$ cat src/rtl/pep_ks_body_ram_pkg.sv
// Shared parameters, error record and helpers for the key-switch body RAM.
package pep_ks_body_ram_pkg;

  localparam int OP_W        = 21;
  localparam int OUT_W       = 12;
  localparam int PID_NB      = 16;
  localparam int RAM_LATENCY = 2;
  localparam int MS_SHIFT    = OP_W - OUT_W;
  localparam int PID_IDX_W   = $clog2(PID_NB);
  // One spare PID bit so that out-of-range PIDs can be presented and flagged.
  localparam int PID_W       = PID_IDX_W + 1;
  localparam int CNT_W       = PID_W + 1;
  localparam int ADDR_W      = PID_IDX_W + 1;

  typedef struct packed {
    logic pid_oor;
    logic rd_udf;
    logic wr_ovf;
  } pep_boram_error_t;

  function automatic logic [CNT_W-1:0] popcount(input logic [PID_NB-1:0] v);
    logic [CNT_W-1:0] c;
    c = '0;
    for (int i = 0; i < PID_NB; i++) begin
      c = c + CNT_W'(v[i]);
    end
    return c;
  endfunction

endpackage

$ cat src/rtl/pep_ks_body_ram_if.sv
// Bus bundle between the body RAM, the key-switch writer and the BR reader.
interface pep_ks_body_ram_if;
  import pep_ks_body_ram_pkg::*;

  logic                   boram_wr_en;
  logic [OP_W-1:0]        boram_data;
  logic [PID_W-1:0]       boram_pid;
  logic                   boram_parity;
  logic                   reset_cache;
  logic                   br_boram_rd_en;
  logic [PID_W-1:0]       br_boram_rd_pid;
  logic                   br_boram_rd_parity;
  logic [OUT_W-1:0]       boram_br_rd_data;
  logic [PID_W-1:0]       boram_br_rd_pid;
  logic                   boram_br_rd_avail;
  logic [2*CNT_W-1:0]     boram_vld_cnt;
  pep_boram_error_t       boram_error;

  modport master (
    output boram_wr_en, boram_data, boram_pid, boram_parity, reset_cache,
           br_boram_rd_en, br_boram_rd_pid, br_boram_rd_parity,
    input  boram_br_rd_data, boram_br_rd_pid, boram_br_rd_avail,
           boram_vld_cnt, boram_error
  );

  modport slave (
    input  boram_wr_en, boram_data, boram_pid, boram_parity, reset_cache,
           br_boram_rd_en, br_boram_rd_pid, br_boram_rd_parity,
    output boram_br_rd_data, boram_br_rd_pid, boram_br_rd_avail,
           boram_vld_cnt, boram_error
  );

endinterface

$ cat src/rtl/pep_ks_body_modswitch.sv
// Registered rounding right shift from IN_W to RES_W bits (mod switch to 2N).
module pep_ks_body_modswitch #(
  parameter int IN_W  = 21,
  parameter int RES_W = 12
) (
  input  logic             clk,
  input  logic             s_rst_n,
  input  logic [IN_W-1:0]  in_data,
  output logic [RES_W-1:0] out_data
);

  localparam int              SHIFT = IN_W - RES_W;
  localparam logic [IN_W:0]   ROUND = {{IN_W{1'b0}}, 1'b1} << (SHIFT - 1);

  logic [IN_W:0]  sum_s;
  logic [RES_W-1:0] data_d, data_q;

  // One extra bit of headroom; truncation to RES_W makes 2N wrap to 0.
  always_comb begin
    sum_s  = {1'b0, in_data} + ROUND;
    data_d = RES_W'(sum_s >> SHIFT);
  end

  always_ff @(posedge clk or negedge s_rst_n) begin
    if (!s_rst_n) begin
      data_q <= '0;
    end else begin
      data_q <= data_d;
    end
  end

  assign out_data = data_q;

endmodule

$ cat src/rtl/pep_ks_body_ram.sv
// Body RAM between key switch and blind rotation: per PID/parity storage with
// validity tracking, mod switch to 2N on read, and error pulses.
module pep_ks_body_ram
  import pep_ks_body_ram_pkg::*;
(
  input  logic             clk,
  input  logic             s_rst_n,
  pep_ks_body_ram_if.slave bus
);

  logic                   wr_en_d, wr_en_q;
  logic [OP_W-1:0]        wr_data_d, wr_data_q;
  logic [PID_W-1:0]       wr_pid_d, wr_pid_q;
  logic                   wr_par_d, wr_par_q;
  logic                   rd_en_d, rd_en_q;
  logic [PID_W-1:0]       rd_pid_d, rd_pid_q;
  logic                   rd_par_d, rd_par_q;

  logic                   wr_oor_s, rd_oor_s, wr_do_s, rd_do_s;
  logic [ADDR_W-1:0]      wr_addr_s, rd_addr_s;
  logic [2*PID_NB-1:0]    wr_mask_s, rd_mask_s;
  logic [2*PID_NB-1:0]    valid_d, valid_q;
  logic [CNT_W-1:0]       cnt0_d, cnt0_q, cnt1_d, cnt1_q;
  pep_boram_error_t       err_d, err_q;

  logic [OP_W-1:0]        mem_q [2*PID_NB];
  logic [RAM_LATENCY-1:0] pipe_vld_d, pipe_vld_q, pipe_oor_d, pipe_oor_q;
  logic [PID_W-1:0]       pipe_pid_d  [RAM_LATENCY];
  logic [PID_W-1:0]       pipe_pid_q  [RAM_LATENCY];
  logic [OP_W-1:0]        pipe_data_d [RAM_LATENCY];
  logic [OP_W-1:0]        pipe_data_q [RAM_LATENCY];
  logic                   avail_d, avail_q;
  logic [PID_W-1:0]       pid_out_d, pid_out_q;
  logic [OP_W-1:0]        ms_in_s;
  logic [OUT_W-1:0]       ms_out_s;

  always_comb begin
    wr_en_d   = bus.boram_wr_en;
    wr_data_d = bus.boram_data;
    wr_pid_d  = bus.boram_pid;
    wr_par_d  = bus.boram_parity;
    rd_en_d   = bus.br_boram_rd_en;
    rd_pid_d  = bus.br_boram_rd_pid;
    rd_par_d  = bus.br_boram_rd_parity;
  end

  // Access decode; the valid flag is sampled before this cycle's update.
  always_comb begin
    wr_oor_s  = wr_en_q && (wr_pid_q >= PID_W'(PID_NB));
    rd_oor_s  = rd_en_q && (rd_pid_q >= PID_W'(PID_NB));
    wr_do_s   = wr_en_q && !wr_oor_s;
    rd_do_s   = rd_en_q && !rd_oor_s;
    wr_addr_s = {wr_par_q, wr_pid_q[PID_IDX_W-1:0]};
    rd_addr_s = {rd_par_q, rd_pid_q[PID_IDX_W-1:0]};
    wr_mask_s = '0;
    rd_mask_s = '0;
    wr_mask_s[wr_addr_s] = wr_do_s;
    rd_mask_s[rd_addr_s] = rd_do_s;
    if (bus.reset_cache) begin
      valid_d = '0;
    end else begin
      valid_d = (valid_q & ~rd_mask_s) | wr_mask_s;
    end
    cnt0_d        = popcount(valid_d[PID_NB-1:0]);
    cnt1_d        = popcount(valid_d[2*PID_NB-1:PID_NB]);
    err_d.pid_oor = wr_oor_s | rd_oor_s;
    err_d.rd_udf  = rd_do_s & ~valid_q[rd_addr_s];
    err_d.wr_ovf  = wr_do_s & valid_q[wr_addr_s];
  end

  // Read pipe: RAM latency stages carrying strobe, PID echo and the oor squash.
  always_comb begin
    pipe_vld_d = '0;
    pipe_oor_d = '0;
    for (int i = 0; i < RAM_LATENCY; i++) begin
      if (i == 0) begin
        pipe_vld_d[i]  = rd_en_q;
        pipe_oor_d[i]  = rd_oor_s;
        pipe_pid_d[i]  = rd_pid_q;
        pipe_data_d[i] = mem_q[rd_addr_s];
      end else begin
        pipe_vld_d[i]  = pipe_vld_q[i-1];
        pipe_oor_d[i]  = pipe_oor_q[i-1];
        pipe_pid_d[i]  = pipe_pid_q[i-1];
        pipe_data_d[i] = pipe_data_q[i-1];
      end
    end
    ms_in_s   = pipe_oor_q[RAM_LATENCY-1] ? '0 : pipe_data_q[RAM_LATENCY-1];
    avail_d   = pipe_vld_q[RAM_LATENCY-1];
    pid_out_d = pipe_pid_q[RAM_LATENCY-1];
  end

  always_ff @(posedge clk or negedge s_rst_n) begin
    if (!s_rst_n) begin
      wr_en_q    <= 1'b0;
      wr_data_q  <= '0;
      wr_pid_q   <= '0;
      wr_par_q   <= 1'b0;
      rd_en_q    <= 1'b0;
      rd_pid_q   <= '0;
      rd_par_q   <= 1'b0;
      valid_q    <= '0;
      cnt0_q     <= '0;
      cnt1_q     <= '0;
      err_q      <= '0;
      pipe_vld_q <= '0;
      pipe_oor_q <= '0;
      for (int i = 0; i < RAM_LATENCY; i++) begin
        pipe_pid_q[i]  <= '0;
        pipe_data_q[i] <= '0;
      end
      avail_q    <= 1'b0;
      pid_out_q  <= '0;
    end else begin
      wr_en_q    <= wr_en_d;
      wr_data_q  <= wr_data_d;
      wr_pid_q   <= wr_pid_d;
      wr_par_q   <= wr_par_d;
      rd_en_q    <= rd_en_d;
      rd_pid_q   <= rd_pid_d;
      rd_par_q   <= rd_par_d;
      valid_q    <= valid_d;
      cnt0_q     <= cnt0_d;
      cnt1_q     <= cnt1_d;
      err_q      <= err_d;
      pipe_vld_q <= pipe_vld_d;
      pipe_oor_q <= pipe_oor_d;
      for (int i = 0; i < RAM_LATENCY; i++) begin
        pipe_pid_q[i]  <= pipe_pid_d[i];
        pipe_data_q[i] <= pipe_data_d[i];
      end
      avail_q    <= avail_d;
      pid_out_q  <= pid_out_d;
    end
  end

  // Storage array is deliberately unreset; the read above is read-first.
  always_ff @(posedge clk) begin
    if (wr_do_s) begin
      mem_q[wr_addr_s] <= wr_data_q;
    end
  end

  pep_ks_body_modswitch #(
    .IN_W  (OP_W),
    .RES_W (OUT_W)
  ) u_modswitch (
    .clk      (clk),
    .s_rst_n  (s_rst_n),
    .in_data  (ms_in_s),
    .out_data (ms_out_s)
  );

  assign bus.boram_br_rd_data  = ms_out_s;
  assign bus.boram_br_rd_pid   = pid_out_q;
  assign bus.boram_br_rd_avail = avail_q;
  assign bus.boram_vld_cnt     = {cnt1_q, cnt0_q};
  assign bus.boram_error       = err_q;

endmodule

$ cat src/flat_wrapper.sv
// flat-port wrapper written by rule: the top's interface ports become plain ports
module pep_ks_body_ram_flat import pep_ks_body_ram_pkg::*;
  (clk, s_rst_n, bus_boram_wr_en, bus_boram_data, bus_boram_pid, bus_boram_parity, bus_reset_cache, bus_br_boram_rd_en, bus_br_boram_rd_pid, bus_br_boram_rd_parity, bus_boram_br_rd_data, bus_boram_br_rd_pid, bus_boram_br_rd_avail, bus_boram_vld_cnt, bus_boram_error);
  pep_ks_body_ram_if bus_i ();
  input  logic clk;
  input  logic s_rst_n;
  input wire logic [$bits(bus_i.boram_wr_en)-1:0] bus_boram_wr_en;
  input wire logic [$bits(bus_i.boram_data)-1:0] bus_boram_data;
  input wire logic [$bits(bus_i.boram_pid)-1:0] bus_boram_pid;
  input wire logic [$bits(bus_i.boram_parity)-1:0] bus_boram_parity;
  input wire logic [$bits(bus_i.reset_cache)-1:0] bus_reset_cache;
  input wire logic [$bits(bus_i.br_boram_rd_en)-1:0] bus_br_boram_rd_en;
  input wire logic [$bits(bus_i.br_boram_rd_pid)-1:0] bus_br_boram_rd_pid;
  input wire logic [$bits(bus_i.br_boram_rd_parity)-1:0] bus_br_boram_rd_parity;
  output wire logic [$bits(bus_i.boram_br_rd_data)-1:0] bus_boram_br_rd_data;
  output wire logic [$bits(bus_i.boram_br_rd_pid)-1:0] bus_boram_br_rd_pid;
  output wire logic [$bits(bus_i.boram_br_rd_avail)-1:0] bus_boram_br_rd_avail;
  output wire logic [$bits(bus_i.boram_vld_cnt)-1:0] bus_boram_vld_cnt;
  output wire logic [$bits(bus_i.boram_error)-1:0] bus_boram_error;
  assign bus_i.boram_wr_en = bus_boram_wr_en;
  assign bus_i.boram_data = bus_boram_data;
  assign bus_i.boram_pid = bus_boram_pid;
  assign bus_i.boram_parity = bus_boram_parity;
  assign bus_i.reset_cache = bus_reset_cache;
  assign bus_i.br_boram_rd_en = bus_br_boram_rd_en;
  assign bus_i.br_boram_rd_pid = bus_br_boram_rd_pid;
  assign bus_i.br_boram_rd_parity = bus_br_boram_rd_parity;
  assign bus_boram_br_rd_data = bus_i.boram_br_rd_data;
  assign bus_boram_br_rd_pid = bus_i.boram_br_rd_pid;
  assign bus_boram_br_rd_avail = bus_i.boram_br_rd_avail;
  assign bus_boram_vld_cnt = bus_i.boram_vld_cnt;
  assign bus_boram_error = bus_i.boram_error;
  pep_ks_body_ram u_core (.clk(clk), .s_rst_n(s_rst_n), .bus(bus_i));
endmodule
$ cat config.mk
export PLATFORM = sky130hd
export DESIGN_NAME = pep_ks_body_ram_flat
export DESIGN_NICKNAME = d
export VERILOG_FILES = /design/src/rtl/pep_ks_body_ram_pkg.sv /design/src/rtl/pep_ks_body_ram_if.sv /design/src/rtl/pep_ks_body_modswitch.sv /design/src/rtl/pep_ks_body_ram.sv /design/src/flat_wrapper.sv
export SDC_FILE = /design/constraint.sdc
export NUM_CORES = 1
export LEC_CHECK = 0
export BUFFER_PORTS_ARGS = -buffer_cell sky130_fd_sc_hd__buf_2
export CORE_AREA = 5 5 204 206
export CTS_BUF_LIST = sky130_fd_sc_hd__clkbuf_2
export CTS_CLUSTER_SIZE = 24
export DETAILED_ROUTE_END_ITERATION = 16
export DIE_AREA = 0 0 209 211
export GPL_ROUTABILITY_DRIVEN = 0
export GPL_TIMING_DRIVEN = 0
export HOLD_SLACK_MARGIN = 0.12
export MAX_ROUTING_LAYER = met4
export PLACE_DENSITY = 0.71
export SETUP_SLACK_MARGIN = 0.05
export SLEW_MARGIN = 25
export SYNTH_ARGS = -nofsm -noshare
export SYNTH_HDL_FRONTEND = slang
export SYNTH_SLANG_ARGS = --single-unit
export TNS_END_PERCENT = 10
$ cat constraint.sdc
create_clock -name clk -period 8.7 [get_ports clk]
set_clock_uncertainty 0.05 [all_clocks]
set_input_delay 1.305 -clock clk [delete_from_list [all_inputs] [get_ports clk]]
set_output_delay 1.305 -clock clk [all_outputs]
set_load 0.01 [all_outputs]
==> flow_summary.toml, run 1 <==
[run_status]
run_status = "finished, final reports clean"

[synthesis]
synth-seq-area-share = 0.735
netlist_area_sq_um = 21400
syn_inst = 1120
ys_seq_elements = 546
avgSynthCellArea_sq_um = 19.1
yosys_warnings = 0
ys_types = 48

[route]
postRouteAntennaNets = 0
drc = 0
dr.first_iter.drc_count = 1409
viasPerCell = 6.12
num_vias = 11923
dr.pass1.iters = 5
routedWlPerCell_um = 27.2
routed_wl_mm = 52.9

[sta]
tightest_slew_ps = 898
fmax_mhz = 183
setup_tns_ps = 0
relSlewSlack = 0.401
final-setup-viol-count = 0
min_period_over_period = 0.630
maxSlewViolCount = 0
rsz0062_at_grt = "no"
final.min_clock_period_ps = 5480
finalWorstSetupSlack_ps = 3220
finalHoldViolCount = 0

[power_and_ir_drop]
switching_share = 0.244
pwr_density_cell_nw_per_um2 = 208
p_total_w = 0.00496
clkPwrFrac = 0.362
internal-power_w = 0.00375
pwr-share-comb = 0.050
cellLeakagePower_nw = 8.82
seqPwrFrac = 0.587
ir_worst_vdd_mv = 0.106
p_sw_w = 0.00121

[clock_tree]
cts.sinks = 546
clock_path_buffers = 3
cts_resized = 0
cts_buffers = 135
clk_pin_slew_ps = 100
cts_tree = "done"
insertion_delay_ps = 1070
cts_max_level = 4
root_buffer = "clkbuf_2"

[global_routing]
grtUsageTotal = 0.251
grt_pass1_vias = 12096
overflow = 0
antenna_found_initial = 1
grt_pass1_wl_mm = 78.2
grt_start_max_net_pins = 89

[finish]
multi_input_area_sq_um = 5150
area_delta_synth_final_pct = 11.1
n_fill_cell = 2940
finalNonFillerCells = 1948
fin_util = 0.603
nNetsFinal = 1388
drive_gt1_frac = 0.316
seq_area_sq_um = 15800

[floorplan]
coreArea_sq_um = 39500
die_area_sq_um = 44100
die_h_um = 211
chipWidth_um = 209
rows = 73
initial_utilization = 0.543
pin_count = 71

[place]
dp.cells = 1706
pre_cts_ws_ps = 2810
io_buffers = 59
dp_hpwl_mm = 34.3

[critical_path]
required_ps = 9650
arrival_ps = 6430
end_kind = "flip-flop"
setup.worst_path.class = "reg2reg"
path_max_fanout = 10
cp-start-kind = "flip-flop"

[min_path]
hold_path_class = "in2reg"

[job]
maxCapViolCount = 0
[final timing paths]
check / cells after the start / slack, ps / to / start
setup reg to reg: 17 / 3220 / u_core.cnt0_q[4] / u_core.wr_pid_q[0]
setup / recovery: 17 / 3220 / u_core.cnt0_q[4] / u_core.wr_pid_q[0]
hold reg to reg: 0 / 290 / u_core.bus.boram_br_rd_pid[1] / u_core.pid_out_d[1]
max in group asynchronous: 3 / 7080 / u_core.wr_data_q[10] / s_rst_n
min in group asynchronous: 2 / 670 / u_core.u_modswitch.out_data[6] / s_rst_n
hold / removal: 1 / 290 / u_core.wr_data_q[13] / bus_boram_data[13]
[per-stage QoR]
step	hold slack, ps	area [sq um]
2_1_floorplan	281	21400
3_3_place_gp	281	22400
3_5_place_dp	286	22400
4_1_cts	170	23800
5_1_grt	139	23800
6_report	289	23800
[sequential cells by signal (all words and copies together), names as in the netlist, 12 cells and up]
name,flops
u_core.pipe_data_d,13
u_core.u_modswitch.out_data,12
u_core.mem_q,416
u_core.valid_q,32
u_core.pipe_data_q,13
u_core.wr_data_q,13
[cells by family after synthesis]
kind of cell	after synthesis	synth area share
other	1	0.000175
buffers and inverters	113	0.0249
AND/OR/NAND/NOR	126	0.0334
flip-flops	546	0.735
adder cells (fa/ha/maj)	31	0.0251
XOR/XNOR	13	0.00531
multiplexers	127	0.127
AO/OA/AOI/OAI	163	0.0493
[layer usage]
| metal | global-route usage | part of all wire | vias to the layer above |
|---|---|---|---|
| met5 | - | 0 | - |
| met4 | 0.0720 | 0.024 | 0 |
| met3 | 0.0719 | 0.12 | 109 |
| met2 | 0.380 | 0.48 | 794 |
| met1 | 0.341 | 0.38 | 6086 |
| li1 | - | - | 4934 |
[Yosys cell counts, drive strengths merged]
cell type / count / area share
nor3b: 4 / 0.0019
and4b: 1 / 0.00047
or4: 1 / 0.00035
o221ai: 4 / 0.0016
mux2i: 8 / 0.0037
or3b: 4 / 0.0016
a22oi: 55 / 0.019
mux4: 115 / 0.12
a21o: 28 / 0.0098
nand4: 17 / 0.0050
inv: 55 / 0.0096
conb: 1 / 0.00018
and2b: 1 / 0.00035
a211oi: 1 / 0.00058
o21ai: 35 / 0.0082
edfxtp: 416 / 0.58
buf: 41 / 0.012
nand2b: 2 / 0.00058
and3b: 3 / 0.0012
xor2: 8 / 0.0033
nand2: 35 / 0.0061
mux2: 4 / 0.0021
dfrtp: 130 / 0.15
nor2b: 11 / 0.0032
fa: 20 / 0.019
and2: 7 / 0.0020
clkbuf: 17 / 0.0030
a221oi: 2 / 0.00082
and3: 4 / 0.0012
and4: 1 / 0.00041
or3: 3 / 0.00088
o21a: 1 / 0.00035
a21oi: 37 / 0.0086
nor3: 5 / 0.0014
ha: 11 / 0.0064
nand3: 10 / 0.0023
xnor2: 5 / 0.0020
nand3b: 8 / 0.0028
nor2: 9 / 0.0016
[worst max-delay path, cell delays in order (launching register included)]
cell and delay (ps):
dfrtp_1 330, buf_2 230, buf_4 270, nor3b_2 680
nand2_1 180, a21oi_1 260, ha_1 270, inv_1 70
fa_1 430, fa_1 500, fa_1 510, inv_1 50
fa_1 470, inv_1 50, fa_1 400, fa_1 430
nor2b_1 140, o21a_1 120
[placed cells by master (no fill, tap or decap), types with 20 or more instances in the layout]
cell type,count
a21o_1,28
a21oi_1,37
a22oi_1,55
buf_2,85
clkbuf_2,198
clkinv_1,24
dfrtp_1,117
edfxtp_1,416
fa_1,20
inv_1,55
mux4_2,114
nand2_1,35
o21ai_0,28
[power groups by stage]
stage | Clock (W) | Combinational, W | Sequential [W]
4_1_cts | 0.00184 | 0.000250 | 0.00291
5_1_grt | 0.00200 | 0.000265 | 0.00292
3_5_place_dp | 0 | 0.000248 | 0.00297
3_3_place_gp | 0 | 0.000244 | 0.00297
2_1_floorplan | 0 | 0.000141 | 0.00295
6_report | 0.00180 | 0.000249 | 0.00291
[repair_timing]
item                      4_1_cts  5_1_grt
hold endpoints to repair       42        0
hold buffers                    1        0
setup buffers                   0        0
[area by class of cell]
type	count	share of cell area
clock buffers	198	0.0416
clock inverters	42	0.0149
plain buffers	58	0.0137
inverters	55	0.00868
well taps	525	0.0276
flip-flops and latches	546	0.662
diodes	1	0.000105
multi-input cells	462	0.216
repair buffers	61	0.0144
No activity file was read; power rests on OpenSTA's default activity.
==> inputs of run 2 (changes only) <==
Settings changed: ABC_AREA set to 1, CORE_AREA 5 5 204 206 to 5 5 205 207, DIE_AREA 0 0 209 211 to 0 0 210 212.
Clock period 8.7 ns to 5.2 ns, I/O delays scaled along.
==> run 2 against run 1 <==
Compared with the run above:
- final cell count is 35% higher
- sequential power rose by 68%
- setup slack worse by 3000 ps
- sequential cell count unchanged
- final area up 3.6%
- critical path depth decreased by 2
- synthesized cell count up 56%
- die area rose by 0.95%
- maximum frequency is 9.3% higher
- clock power grew 63%
- total power is 67% higher
==> flow_summary.toml, run 2 <==
[run_status]
run_status = "finished, final reports clean"

[floorplan]
die_h_um = 212
initial_utilization = 0.537
die_area_sq_um = 44500
coreArea_sq_um = 40200
chipWidth_um = 210
rows = 74
pin_count = 71

[power_and_ir_drop]
ir_worst_vdd_mv = 0.204
p_total_w = 0.00830
cellLeakagePower_nw = 9.97
pwr_density_cell_nw_per_um2 = 336

[critical_path]
required_ps = 6110
crit_chain = "inv_1 > nor2_4 > nand3_1 > buf_2 > o21ai_0 > nand2_1 > fa_1 > fa_1 > fa_1 > inv_1 > fa_1 > inv_1 > fa_1 > fa_1 > xnor2_1"
cp_top_family = "adder cells"
worst_path_most_repeated_cell = "fa_1"
startpoint = "u_core.wr_en_q"
worst-path-buf-inv = 4
rr_startpoint = "u_core.wr_en_q"
arrival_ps = 5930
slowest_delay_ps = 600
path_max_fanout = 10
crit_path_top_delay_cell = "fa_1"
setup.worst_path.class = "reg2reg"
end_kind = "flip-flop"
cp-start-kind = "flip-flop"

[clock_tree]
clock_path_buffers = 3
cts_max_level = 4
cts_buffers = 135
insertion_delay_ps = 1140
clk_pin_slew_ps = 90
root_buffer = "clkbuf_2"
cts_tree = "done"
cts.sinks = 546

[synthesis]
ys_types = 29
synth-seq-area-share = 0.730
ys_seq_elements = 546
avgSynthCellArea_sq_um = 12.3
synth_top_area_share = 0.579
syn_inst = 1748
netlist_area_sq_um = 21600
synthTopCellsByCount = "nand2_1 (633), edfxtp_1 (416), dfrtp_1 (130)"
yosys_warnings = 0
synth_edf_count = 416
yosys-top-cells-area = "edfxtp_1 (58%), dfrtp_1 (15%), nand2_1 (11%)"
synthFlopType = "edfxtp_1"
yosysTopAreaCell = "edfxtp_1"
synth.most_common_cell = "nand2_1"
ys_async_sr_fraction = 0.238

[finish]
drive_gt1_frac = 0.207
largest_reg_flops = 416
seq_area_sq_um = 15800
final_cell_mix = "nand2_1 (632), edfxtp_1 (416), clkbuf_2 (204)"
n_fill_cell = 3184
reg_top3 = "u_core.mem_q x416, u_core.valid_q x32"
area_delta_synth_final_pct = 14.3
multi_input_area_sq_um = 5230
final_area_sq_um = 24700
final_common_cell = "nand2_1"
nNetsFinal = 2069
top_register = "u_core.mem_q"

[min_path]
hold_path_class = "in2reg"
hp-start = "bus_boram_data[15]"

[place]
dp_hpwl_mm = 39.9
io_buffers = 59
placed_cell_area_sq_um = 22900
pre_cts_ws_ps = -605

[sta]
final.min_clock_period_ps = 5010
tightest_slew_ps = 1000
rsz0062_at_grt = "yes"
finalHoldViolCount = 0
fmax_mhz = 199
final-setup-viol-count = 0
maxSlewViolCount = 0
finalWorstSetupSlack_ps = 187
min_period_over_period = 0.964
relSlewSlack = 0.332

[route]
dr.first_iter.drc_count = 2155
drc = 0
routedWlPerCell_um = 23.1
viasPerCell = 5.71
routed_wl_mm = 60.8
num_vias = 15035
postRouteAntennaNets = 0
dr.pass1.iters = 5

[global_routing]
antenna_found_initial = 1
grtUsageTotal = 0.283
overflow = 0
grt_start_max_net_pins = 83
grt_pass1_vias = 14858
grt_pass1_wl_mm = 90.0

[job]
maxCapViolCount = 0
-- run 2: cell count changes in the layout (fill, tap and decap cells not counted), moves of 20 or more --
cell and delta:
a21o_1 -28, a21oi_1 -25, a22oi_1 +27, dlygate4sd3_1 +29
inv_1 +30, mux4_2 -114, nand2_1 +597, nand4_1 +49
nor2_1 +40, nor2_2 +29, o21ai_0 +20
-- run 2: worst reg2reg max path: cells and delay by family (launching register included) --
family	cells	cell delay (ps)
fa+ha+maj	6	2850
simple gates	3	760
buf+inv	4	550
flops	1	350
compound gates	1	200
xor+xnor	1	150
-- run 2: timing repair --
| item | 4_1_cts | 5_1_grt |
|---|---|---|
| endpoints found under the hold margin | 158 | 0 |
| resized for setup | 6 | 15 |
| setup endpoints to repair | 10 | 7 |
| pin swaps | 2 | 5 |
| hold buffers | 31 | 0 |
| buffers inserted | 2 | 5 |
-- run 2: worst paths after layout --
check / slack [ps] / depth (start not counted) / endpoint
setup / recovery: 190 / 15 / u_core.cnt0_q[2]
hold / removal: 250 / 2 / u_core.wr_data_q[15]
setup reg to reg: 190 / 15 / u_core.cnt0_q[2]
hold reg to reg: 280 / 0 / u_core.pipe_data_q[17]
max in group asynchronous: 3900 / 4 / u_core.wr_data_q[10]
min in group asynchronous: 740 / 4 / u_core.pipe_vld_q[1]
-- run 2: layer usage --
layer  vias up  wire [um]  global-route usage
met3       156       8990               0.100
met1      7226      21700               0.365
met5         -          0                   -
li1       6590          -                   -
met2      1063      27700               0.419
met4         0       2300               0.108
-- run 2: kinds of logic (layout without fill, tap and decap cells) --
kind of cell	Yosys count	in the layout	synth area share
other cells	1	3	0.000174
compound gates	164	164	0.0475
flops	546	546	0.730
xor+xnor	13	13	0.00528
fa+ha+maj	31	31	0.0249
buf+inv	170	520	0.0356
simple gates	823	823	0.157
-- run 2: area by class of cell --
type                       count  share of cell area
clock inverter                32              0.0110
multi-input combinational   1033               0.212
sequential                   546               0.639
clock buffer                 204              0.0414
tap                          532              0.0270
antenna                        1            0.000101
timing repair buffer         114              0.0379
buffer                        71              0.0162
inverter                      99              0.0151
-- run 2: through the flow --
| step | setup TNS, ps | hold slack, ps | cells | util |
|---|---|---|---|---|
| 3_3_place_gp | -11140 | 281 | 2340 | 0.561 |
| 2_1_floorplan | 0 | 281 | 1749 | - |
| 4_1_cts | 0 | 154 | 2626 | 0.611 |
| 5_1_grt | 0 | 164 | 2632 | 0.614 |
| 6_report | 0 | 249 | 2632 | 0.614 |
| 3_5_place_dp | -3340 | 285 | 2357 | 0.570 |
-- run 2: power breakdown --
group	switching, W	internal [W]
clock	0.00169	0.00125
combinational	0.000333	0.000146
sequential	0.0000949	0.00478
==> inputs of run 3 (changes only) <==
==> constraint.sdc (replaced) <==
create_clock -name clk -period 5.2 [get_ports clk]
set_clock_uncertainty 0.05 [all_clocks]
set_input_delay 0 -clock clk [delete_from_list [all_inputs] [get_ports clk]]
set_output_delay 0 -clock clk [all_outputs]
set_load 0.01 [all_outputs]
==> run 3 against run 2 <==
Compared with the run above:
- sequential power barely moved
- combinational power rose by 8.4%
- setup slack got worse by 94 ps
- final area rose by 2.4%
- total power rose by 0.65%
- die area did not move
- count of clock-buffer cells in the layout did not move
- global-route usage rose by 0.77 points
- routed wire length rose by 2.8%
- via count rose by 2.2%
- critical path depth rose by 2
- sequential share of layout area fell by 1.5 points
- critical path type unchanged
- largest cell class unchanged
==> flow_summary.toml, run 3 (synthesis results as in run 2) <==
[finish]
n_fill_cell = 3087
area_delta_synth_final_pct = 17.0
drive_gt1_frac = 0.204
reg_top3 = "u_core.mem_q x416, u_core.valid_q x32"
multi_input_area_sq_um = 5230
final_cell_mix = "nand2_1 (632), edfxtp_1 (416), clkbuf_2 (204)"
top_register = "u_core.mem_q"
final_area_sq_um = 25200
seq_area_sq_um = 15800
largest_reg_flops = 416
final_common_cell = "nand2_1"
nNetsFinal = 2128

[place]
dp_hpwl_mm = 39.9
io_buffers = 59
placed_cell_area_sq_um = 22900

[route]
dr.first_iter.drc_count = 2172
routedWlPerCell_um = 23.2
viasPerCell = 5.71
postRouteAntennaNets = 0
num_vias = 15362
drc = 0
routed_wl_mm = 62.5
dr.pass1.iters = 7

[power_and_ir_drop]
pwr-share-comb = 0.062
cellLeakagePower_nw = 10.2
switching_share = 0.257
ir_worst_vdd_mv = 0.209
internal-power_w = 0.00620
pwr_density_cell_nw_per_um2 = 331
p_sw_w = 0.00215
clkPwrFrac = 0.354
seqPwrFrac = 0.584

[critical_path]
end_kind = "flip-flop"
crit_path_top_delay_cell = "fa_1"
crit_chain = "inv_1 > nor3_1 > inv_1 > nor2_4 > inv_1 > a21oi_1 > ha_1 > inv_1 > fa_1 > fa_1 > fa_1 > inv_1 > fa_1 > inv_1 > fa_1 > inv_1 > fa_1"
required_ps = 6130
setup.worst_path.class = "reg2reg"
worst_path_most_repeated_cell = "inv_1"
path_max_fanout = 6
slowest_delay_ps = 510
cp-start-kind = "flip-flop"
arrival_ps = 6040

[floorplan]
pin_count = 71
rows = 74
coreArea_sq_um = 40200
initial_utilization = 0.537
die_area_sq_um = 44500
chipWidth_um = 210
die_h_um = 212

[global_routing]
grt_start_max_net_pins = 83
grtUsageTotal = 0.291
antenna_found_initial = 1
grt_pass1_wl_mm = 92.4
grt_pass1_vias = 15266
overflow = 0

[clock_tree]
cts_tree = "done"
cts.sinks = 546
root_buffer = "clkbuf_2"
cts_max_level = 4
cts_buffers = 135
insertion_delay_ps = 1150
clock_path_buffers = 3
clk_pin_slew_ps = 130

[sta]
maxSlewViolCount = 0
min_period_over_period = 0.982
finalHoldViolCount = 0
final-setup-viol-count = 0
tightest_slew_ps = 1000
rsz0062_at_grt = "yes"
final.min_clock_period_ps = 5110
fmax_mhz = 196
relSlewSlack = 0.332
hold_slack_ps = 282

[min_path]
hold_path_class = "reg2reg"

[run_status]
run_status = "finished, final reports clean"

[job]
maxCapViolCount = 0
[run 3: per-layer routing]
layer	share of wire	vias to the layer above	track usage
met4	0.040	0	0.116
met3	0.14	186	0.104
li1	-	6714	-
met1	0.36	7361	0.369
met5	0	-	-
met2	0.46	1101	0.433
[run 3: critical path, delay by kind of cell, from the launching register on]
| kind | cells | cell delay (ps) |
|---|---|---|
| flops | 1 | 440 |
| fa+ha+maj | 7 | 2940 |
| buf+inv | 7 | 750 |
| simple gates | 2 | 590 |
| compound gates | 1 | 230 |
[run 3: per-stage QoR]
step / instances / util / TNS (ps) / total power [W] / worst slack, ps
3_3_place_gp: 2340 / 0.561 / -11140 / 0.00539 / -1440
5_1_grt: 2691 / 0.628 / 0 / 0.00869 / 5.62
6_report: 2691 / 0.628 / 0 / 0.00835 / 93.3
3_5_place_dp: 2357 / 0.570 / -3340 / 0.00541 / -605
4_1_cts: 2682 / 0.625 / 0 / 0.00835 / 58.8
2_1_floorplan: 1749 / - / 0 / 0.00517 / 64.9
[run 3: repair_timing]
| item | 4_1_cts | 5_1_grt |
|---|---|---|
| pin swaps | 2 | 8 |
| setup buffers | 2 | 8 |
| endpoints found under the hold margin | 198 | 0 |
| gates resized for setup | 6 | 17 |
| setup endpoints to repair | 10 | 8 |
| hold buffers | 87 | 0 |
| cloned | 0 | 0 |
[run 3: layout make-up]
class / instances / share of cell area
antenna: 1 / 0.0000991
buffer: 71 / 0.0160
clock buffer: 204 / 0.0404
clock inverter: 32 / 0.0107
inverter: 99 / 0.0147
multi-input combinational: 1033 / 0.207
sequential: 546 / 0.624
tap: 532 / 0.0264
timing repair buffer: 173 / 0.0601
[run 3: power by group through the flow]
stage / Combinational, W / Clock, W / Sequential [W]
after global routing: 0.000555 / 0.00325 / 0.00488
after global placement: 0.000421 / 0 / 0.00496
after floorplan: 0.000233 / 0 / 0.00494
after CTS: 0.000496 / 0.00298 / 0.00487
final: 0.000519 / 0.00295 / 0.00488
after detailed placement: 0.000442 / 0 / 0.00497
[run 3: final timing paths]
kind                                   startpoint                endpoint  slack, ps  depth (start not counted)
max in group asynchronous                 s_rst_n    u_core.wr_data_q[10]       3880                          6
max                               u_core.wr_par_q        u_core.cnt1_q[1]         90                         17
min                        u_core.pipe_data_d[17]  u_core.pipe_data_q[17]        280                          0
min in group asynchronous                 s_rst_n    u_core.pipe_vld_q[1]        450                          5
min reg2reg                u_core.pipe_data_d[17]  u_core.pipe_data_q[17]        280                          0
max reg2reg                       u_core.wr_par_q        u_core.cnt1_q[1]         90                         17
